[src/rtl/psm_ramp_sequencer.sv]
// Start/stop and setpoint sequencer for the phase-shift modulator: holds the modulator
// in reset while idle and slews SPS/DPS by a bounded step once per carrier period.
module psm_ramp_sequencer #(
    parameter int unsigned BITS_DATA   = 16,
    parameter int unsigned START_TICKS = 2,
    parameter int unsigned STEP_W      = 8
) (
    input  logic                 CLK,
    input  logic                 RST,
    input  logic                 iENABLE,
    input  logic                 iFAULT,
    input  logic                 iCLEAR,
    input  logic                 iPERIOD_TICK,
    input  logic                 iCFG_VALID,
    output logic                 oCFG_READY,
    input  logic [BITS_DATA-1:0] iCFG_SPS,
    input  logic                 iCFG_SPS_SIGN,
    input  logic [BITS_DATA-1:0] iCFG_DPS,
    input  logic                 iCFG_DPS_SIGN,
    input  logic [BITS_DATA-1:0] iCFG_FREQ,
    input  logic [STEP_W-1:0]    iSTEP,
    output logic [BITS_DATA-1:0] oSPS_value,
    output logic                 oSPS_sign,
    output logic [BITS_DATA-1:0] oDPS_value,
    output logic                 oDPS_sign,
    output logic [BITS_DATA-1:0] oFREQUENCY,
    output logic                 oPSM_RST,
    output logic [2:0]           oSTATE,
    output logic                 oBUSY
);

    localparam int unsigned AW    = ((BITS_DATA > STEP_W) ? BITS_DATA : STEP_W) + 1;
    localparam int unsigned CNT_W = (START_TICKS < 2) ? 1 : $clog2(START_TICKS);
    localparam logic [CNT_W-1:0] LAST_TICK = CNT_W'(START_TICKS - 1);
    localparam logic [BITS_DATA-1:0] FREQ_RST = BITS_DATA'(2000);

    typedef enum logic [2:0] {
        ST_IDLE  = 3'd0,
        ST_START = 3'd1,
        ST_RAMP  = 3'd2,
        ST_RUN   = 3'd3,
        ST_STOP  = 3'd4,
        ST_FAULT = 3'd5
    } state_t;

    state_t               r_state;
    logic                 r_psm_rst;
    logic                 r_cfg_ready;
    logic                 r_busy;
    logic [BITS_DATA-1:0] r_sps_val;
    logic                 r_sps_sgn;
    logic [BITS_DATA-1:0] r_dps_val;
    logic                 r_dps_sgn;
    logic [BITS_DATA-1:0] r_freq;
    logic [BITS_DATA-1:0] r_tgt_sps;
    logic                 r_tgt_sps_s;
    logic [BITS_DATA-1:0] r_tgt_dps;
    logic                 r_tgt_dps_s;
    logic [CNT_W-1:0]     r_tick_cnt;

    logic [AW-1:0]        w_step;
    logic [BITS_DATA-1:0] w_lim;
    logic [BITS_DATA-1:0] w_cfg_sps;
    logic [BITS_DATA-1:0] w_cfg_dps;
    logic                 w_cfg_acc;
    logic                 w_cfg_diff;
    logic [BITS_DATA-1:0] w_rt_sps;
    logic                 w_rt_sps_s;
    logic [BITS_DATA-1:0] w_rt_dps;
    logic                 w_rt_dps_s;
    logic [BITS_DATA:0]   w_sps_slew;
    logic [BITS_DATA:0]   w_dps_slew;
    logic [BITS_DATA:0]   w_sps_upd;
    logic [BITS_DATA:0]   w_dps_upd;
    logic                 w_hit;
    logic                 w_zero;
    logic                 w_start_done;

    // Returns {sign, magnitude} after one bounded move toward the target. A sign change
    // first drains the magnitude to zero; the sign flips on the tick that reaches zero.
    function automatic logic [BITS_DATA:0] slew(
        input logic [BITS_DATA-1:0] cur,
        input logic                 cur_s,
        input logic [BITS_DATA-1:0] tgt,
        input logic                 tgt_s,
        input logic [AW-1:0]        step
    );
        logic [AW-1:0] c;
        logic [AW-1:0] t;
        logic [AW-1:0] m;
        logic [AW-1:0] d;
        logic          s;
        c = AW'(cur);
        t = AW'(tgt);
        s = cur_s;
        if (cur_s != tgt_s) begin
            m = (step < c) ? step : c;
            d = c - m;
            if (d == '0) s = tgt_s;
        end else if (c < t) begin
            m = (step < (t - c)) ? step : (t - c);
            d = c + m;
        end else begin
            m = (step < (c - t)) ? step : (c - t);
            d = c - m;
        end
        return {s, d[BITS_DATA-1:0]};
    endfunction

    always_comb begin
        w_step     = (iSTEP == '0) ? AW'(1) : AW'(iSTEP);
        w_lim      = (r_state == ST_IDLE) ? iCFG_FREQ : r_freq;
        w_cfg_sps  = (iCFG_SPS > w_lim) ? w_lim : iCFG_SPS;
        w_cfg_dps  = (iCFG_DPS > w_lim) ? w_lim : iCFG_DPS;
        w_cfg_acc  = iCFG_VALID & r_cfg_ready;
        w_cfg_diff = ({iCFG_SPS_SIGN, w_cfg_sps} != {r_sps_sgn, r_sps_val}) ||
                     ({iCFG_DPS_SIGN, w_cfg_dps} != {r_dps_sgn, r_dps_val});

        // Stopping ramps to zero keeping the present sign; saved targets stay untouched.
        if (r_state == ST_STOP) begin
            w_rt_sps   = '0;
            w_rt_sps_s = r_sps_sgn;
            w_rt_dps   = '0;
            w_rt_dps_s = r_dps_sgn;
        end else begin
            w_rt_sps   = r_tgt_sps;
            w_rt_sps_s = r_tgt_sps_s;
            w_rt_dps   = r_tgt_dps;
            w_rt_dps_s = r_tgt_dps_s;
        end

        w_sps_slew = slew(r_sps_val, r_sps_sgn, w_rt_sps, w_rt_sps_s, w_step);
        w_dps_slew = slew(r_dps_val, r_dps_sgn, w_rt_dps, w_rt_dps_s, w_step);
        w_sps_upd  = iPERIOD_TICK ? w_sps_slew : {r_sps_sgn, r_sps_val};
        w_dps_upd  = iPERIOD_TICK ? w_dps_slew : {r_dps_sgn, r_dps_val};
        w_hit      = (w_sps_upd == {r_tgt_sps_s, r_tgt_sps}) &&
                     (w_dps_upd == {r_tgt_dps_s, r_tgt_dps});
        w_zero     = (w_sps_upd[BITS_DATA-1:0] == '0) && (w_dps_upd[BITS_DATA-1:0] == '0);
        w_start_done = (START_TICKS == 0) || (r_tick_cnt == LAST_TICK);
    end

    always_ff @(posedge CLK) begin
        if (RST) begin
            r_state     <= ST_IDLE;
            r_psm_rst   <= 1'b1;
            r_cfg_ready <= 1'b0;
            r_busy      <= 1'b0;
            r_sps_val   <= '0;
            r_sps_sgn   <= 1'b0;
            r_dps_val   <= '0;
            r_dps_sgn   <= 1'b0;
            r_freq      <= FREQ_RST;
            r_tgt_sps   <= '0;
            r_tgt_sps_s <= 1'b0;
            r_tgt_dps   <= '0;
            r_tgt_dps_s <= 1'b0;
            r_tick_cnt  <= '0;
        end else if (iFAULT) begin
            r_state     <= ST_FAULT;
            r_psm_rst   <= 1'b1;
            r_cfg_ready <= 1'b0;
            r_busy      <= 1'b0;
            r_sps_val   <= '0;
            r_sps_sgn   <= 1'b0;
            r_dps_val   <= '0;
            r_dps_sgn   <= 1'b0;
        end else begin
            unique case (r_state)
                ST_IDLE: begin
                    r_sps_val <= '0;
                    r_sps_sgn <= 1'b0;
                    r_dps_val <= '0;
                    r_dps_sgn <= 1'b0;
                    if (w_cfg_acc) begin
                        r_freq      <= iCFG_FREQ;
                        r_tgt_sps   <= w_cfg_sps;
                        r_tgt_sps_s <= iCFG_SPS_SIGN;
                        r_tgt_dps   <= w_cfg_dps;
                        r_tgt_dps_s <= iCFG_DPS_SIGN;
                    end
                    if (iENABLE) begin
                        r_state     <= ST_START;
                        r_psm_rst   <= 1'b0;
                        r_cfg_ready <= 1'b0;
                        r_busy      <= 1'b1;
                        r_tick_cnt  <= '0;
                    end else begin
                        r_psm_rst   <= 1'b1;
                        r_cfg_ready <= 1'b1;
                    end
                end
                ST_START: begin
                    if (!iENABLE) begin
                        r_state     <= ST_IDLE;
                        r_cfg_ready <= 1'b1;
                        r_busy      <= 1'b0;
                    end else if (iPERIOD_TICK) begin
                        if (w_start_done) begin
                            r_state     <= ST_RAMP;
                            r_cfg_ready <= 1'b1;
                        end else begin
                            r_tick_cnt <= r_tick_cnt + 1'b1;
                        end
                    end
                end
                ST_RAMP: begin
                    if (!iENABLE) begin
                        r_state     <= ST_STOP;
                        r_cfg_ready <= 1'b0;
                    end else begin
                        if (w_cfg_acc) begin
                            r_tgt_sps   <= w_cfg_sps;
                            r_tgt_sps_s <= iCFG_SPS_SIGN;
                            r_tgt_dps   <= w_cfg_dps;
                            r_tgt_dps_s <= iCFG_DPS_SIGN;
                        end
                        r_sps_sgn <= w_sps_upd[BITS_DATA];
                        r_sps_val <= w_sps_upd[BITS_DATA-1:0];
                        r_dps_sgn <= w_dps_upd[BITS_DATA];
                        r_dps_val <= w_dps_upd[BITS_DATA-1:0];
                        // A fresh target lands this cycle; settle against it next cycle.
                        if (!w_cfg_acc && w_hit) begin
                            r_state <= ST_RUN;
                            r_busy  <= 1'b0;
                        end
                    end
                end
                ST_RUN: begin
                    if (!iENABLE) begin
                        r_state     <= ST_STOP;
                        r_cfg_ready <= 1'b0;
                        r_busy      <= 1'b1;
                    end else if (w_cfg_acc) begin
                        r_tgt_sps   <= w_cfg_sps;
                        r_tgt_sps_s <= iCFG_SPS_SIGN;
                        r_tgt_dps   <= w_cfg_dps;
                        r_tgt_dps_s <= iCFG_DPS_SIGN;
                        if (w_cfg_diff) begin
                            r_state <= ST_RAMP;
                            r_busy  <= 1'b1;
                        end
                    end
                end
                ST_STOP: begin
                    if (iENABLE) begin
                        r_state     <= ST_RAMP;
                        r_cfg_ready <= 1'b1;
                    end else if (iPERIOD_TICK) begin
                        r_sps_sgn <= w_sps_upd[BITS_DATA];
                        r_sps_val <= w_sps_upd[BITS_DATA-1:0];
                        r_dps_sgn <= w_dps_upd[BITS_DATA];
                        r_dps_val <= w_dps_upd[BITS_DATA-1:0];
                        if (w_zero) begin
                            r_state     <= ST_IDLE;
                            r_cfg_ready <= 1'b1;
                            r_busy      <= 1'b0;
                        end
                    end
                end
                ST_FAULT: begin
                    if (iCLEAR) begin
                        r_state     <= ST_IDLE;
                        r_cfg_ready <= 1'b1;
                        r_tgt_sps   <= '0;
                        r_tgt_sps_s <= 1'b0;
                        r_tgt_dps   <= '0;
                        r_tgt_dps_s <= 1'b0;
                    end
                end
                default: begin
                    r_state     <= ST_IDLE;
                    r_psm_rst   <= 1'b1;
                    r_cfg_ready <= 1'b0;
                    r_busy      <= 1'b0;
                end
            endcase
        end
    end

    assign oCFG_READY = r_cfg_ready;
    assign oSPS_value = r_sps_val;
    assign oSPS_sign  = r_sps_sgn;
    assign oDPS_value = r_dps_val;
    assign oDPS_sign  = r_dps_sgn;
    assign oFREQUENCY = r_freq;
    assign oPSM_RST   = r_psm_rst;
    assign oSTATE     = r_state;
    assign oBUSY      = r_busy;

endmodule

[config.mk]
export PLATFORM = sky130hd
export DESIGN_NAME = psm_ramp_sequencer
export DESIGN_NICKNAME = d
export VERILOG_FILES = /design/src/rtl/psm_ramp_sequencer.sv
export SDC_FILE = /design/constraint.sdc
export NUM_CORES = 1
export LEC_CHECK = 0
export BUFFER_PORTS_ARGS = -buffer_cell sky130_fd_sc_hd__buf_4
export CAP_MARGIN = 25
export CORE_ASPECT_RATIO = 1.2
export CORE_MARGIN = 3
export CORE_UTILIZATION = 58
export CTS_BUF_LIST = sky130_fd_sc_hd__clkbuf_4 sky130_fd_sc_hd__clkbuf_8
export DETAILED_ROUTE_END_ITERATION = 10
export HOLD_SLACK_MARGIN = 0.02
export PLACE_DENSITY = 0.77
export SYNTH_ARGS = -nofsm -noshare
export SYNTH_HDL_FRONTEND = slang
export SYNTH_SLANG_ARGS = --single-unit
[constraint.sdc]
create_clock -name CLK -period 9 [get_ports CLK]
set_input_delay 0.45 -clock CLK [delete_from_list [all_inputs] [get_ports CLK]]
set_output_delay 0.45 -clock CLK [all_outputs]
set_load 0.03 [all_outputs]
==> impl_metrics.toml <==
[setup_path]
timing_worst_setup_path_type = "register to register"
start_kind = "register"
worst-endpoint-required_ns = 9.28
worstRegToRegCells = 38
cp-end-kind = "register"
arrival_ns = 9.00
worst_path_most_repeated_cell = "buf_4"
crit_path_max_incr_delay_ns = 0.54
path_max_fanout = 5
reg2reg_slack_ns = 0.28
timing.rr.end = "oCFG_READY"
critPathTopFamily = "simple AND/OR/NAND/NOR gates"
crit_slowest_cell = "or4b_4"
cp_num_cells = 38
reg2reg_from = "oSTATE[1]"
critPathBufInv = 6

[clock_tree]
cts_buffer_depth = 2
root_buffer = "clkbuf_8"
clkTransAtPathRegs_ns = 0.09
cts_tree = "done"
numClockSinks = 91
h-tree-depth = 3
cts_hold_buffers = 0
cts_made_buffers = 9
clk_latency_ns = 0.38

[min_path]
min_to = "oFREQUENCY[7]"
whs_path_depth = 3
min_path_type = "input port to register"
hold_start = "iCFG_FREQ[7]"

[timing]
max_freq_mhz = 115
tightest_slew_ns = 1.07
setup_viol = 0
holdWs_ns = 0.287
period_needed_ns = 8.72
clock_skew_ns = 0.0192
period_share_pct = 96.9
finalHoldViolCount = 0
worst_slew_margin_rel_pct = 27.7
slew_viol_final = 0
totalNegativeSetupSlack_ns = 0

[floorplan]
fp.dieArea_um2 = 29600
die_h_um = 188
core_um2 = 26700
start_util_pct = 59.8
die_w_um = 157
rows = 65
io_pins = 121

[logic_synthesis]
syn_inst = 2217
synthArstFlopShare_pct = 0
synth_xor_area_share_pct = 8.48
synth_warnings = 0
synthSimpleGateAreaFrac_pct = 21.9
synthAdderAreaFrac_pct = 16.7
synth_compound_area_share_pct = 30.0
synthesis.area_um2 = 16000
synth-edff-count = 0
synth-seq-cells = 91
synthFlopType = "dfxtp_1"
synth_top_area_share_pct = 15.7
avgSynthCellArea_um2 = 7.20
synth_nets = 2490
yosys-top-cells-area = "ha_1, dfxtp_1, a21oi_1"
synth_top_area_cell = "ha_1"
yosysSeqAreaShare_pct = 11.4
synth_top_family_by_area = "compound AO/OA/AOI/OAI gates"
synth_cell_type_count = 95
synthMuxAreaShare_pct = 5.42

[routing]
drt_pass1_iterations = 6
drtIter0Drc = 2042
drt_wl_total_mm = 63.7
vias = 18400
wl_per_cell_um = 23.9
drc = 0
viasPerCell = 6.90
drtAntennaViolNets = 0

[finish]
multi_input_area_um2 = 13400
fillers = 2447
antenna_cells = 0
final_core_util_pct = 67.5
syn_to_final_growth_pct = 12.9
nets = 2605
ff_latch_area_um2 = 1820
layout_common_cells = "buf_4, nor2_1, ha_1, a21oi_1, nand2_1"
drive_above_1_share_pct = 14.5
final_common_cell = "buf_4"

[placed_design]
gp_congestion = 1.05
dpl.hpwl_mm = 50.1
port_buffers = 120

[global_routing]
grt_overflow_total = 0
grt_pass1_wl_mm = 96.7
antenna_found_initial = 0
track_usage_pct = 41.3
grt_pass1_vias = 17200
grt_max_degree = 50

[pwr]
leakagePower_nw = 8.14
ir_drop_uv = 105
cellPowerDensity_nw_per_um2 = 176

[flow_run]
max_cap_violations = 0

[outcome]
status = "completed"
## worst reg2reg max path: cells and delay by family, from the launching register on
family	cells	cell delay [ns]
AND/OR/NAND/NOR	15	4.57
flip-flops	1	0.33
adder cells (fa/ha/maj)	3	0.81
buffers and inverters	6	0.78
XOR/XNOR	1	0.10
AO/OA/AOI/OAI	13	2.03
## cells by family (layout without fill, tap and decap cells)
group,count (synthesis),in the layout
flip-flops,91,91
adder cells (fa/ha/maj),208,208
AO/OA/AOI/OAI,710,710
AND/OR/NAND/NOR,716,716
buffers and inverters,254,374
XOR/XNOR,153,153
multiplexers,85,85
## where the power goes
part,leakage [nW],internal (mW),switching [mW]
combinational,7.32,0.987,1.47
clock,0.0918,0.118,0.160
sequential,0.736,0.414,0.0159
## worst max path at each step
stage                    from          to  slack [ns]
floorplan           oSTATE[2]  oCFG_READY       0.008
global placement    oSTATE[0]   oSTATE[0]        0.09
detailed placement  oSTATE[0]       oBUSY       -0.18
CTS                 oSTATE[0]  oCFG_READY        0.09
global route        oSTATE[2]  oCFG_READY       -0.06
finish              oSTATE[1]  oCFG_READY        0.28
## routing by layer
metal	up-vias	track usage (%)	share of wire [%]
li1	8400	-	-
met1	8622	54.5	39
met2	1152	62.5	42
met3	254	8.70	11
met4	0	22.5	6.8
met5	-	0	0
## flip-flops by register name, indices dropped and copies added, names as in the netlist
signal       cells
oBUSY            1
oPSM_RST         1
oDPS_sign        1
oSPS_sign        1
r_tgt_sps_s      1
r_tgt_sps       16
oSTATE           3
oCFG_READY       1
r_tgt_dps       16
oFREQUENCY      16
oSPS_value      16
r_tgt_dps_s      1
oDPS_value      16
r_tick_cnt       1
## synthesized netlist by cell type, drive strengths merged (9+ instances only)
cell	n
nor2	211
ha	200
a21oi	191
nand2	179
o21ai	133
inv	123
clkbuf	110
xnor2	94
dfxtp	91
mux2i	74
nand3	67
xor2	58
nor3	57
a21o	42
a22oi	42
o21a	34
a211oi	32
nand4	30
nand2b	25
nor4	24
o211ai	24
o22ai	24
a31oi	23
nor2b	20
buf	19
and2	15
o2111ai	14
or2	14
a2111oi	13
o31ai	13
or3	12
a211o	11
and3	11
mux2	11
a221oi	10
or4	10
a2bb2oi	9
## per-stage QoR
stage | total power [mW] | instance area [um2] | setup slack [ns] | cells
CTS | 3.03 | 17800 | 0.0940 | 2669
finish | 3.17 | 18000 | 0.279 | 2672
detailed placement | 2.75 | 17600 | -0.178 | 2651
global route | 3.36 | 18000 | -0.0598 | 2672
global placement | 2.71 | 17600 | 0.0929 | 2651
floorplan | 2.09 | 16000 | 0.00758 | 2217
## area by class of cell
type                       count  share of cell area [%]
inverter                     125                    2.60
tap                          335                    2.33
multi-input combinational   1872                    74.2
sequential                    91                    10.1
clock buffer                  12                   0.882
timing repair buffer         233                    9.73
clock inverter                 4                   0.139
## timing repair
item | 4_1_cts | 5_1_grt
setup endpoints to repair | 3 | 5
gates cloned | 0 | 0
resized for setup | 3 | 34
buffers inserted | 2 | 2
pin swaps | 1 | 11
Note: power is estimated with default switching activity, not from simulation.
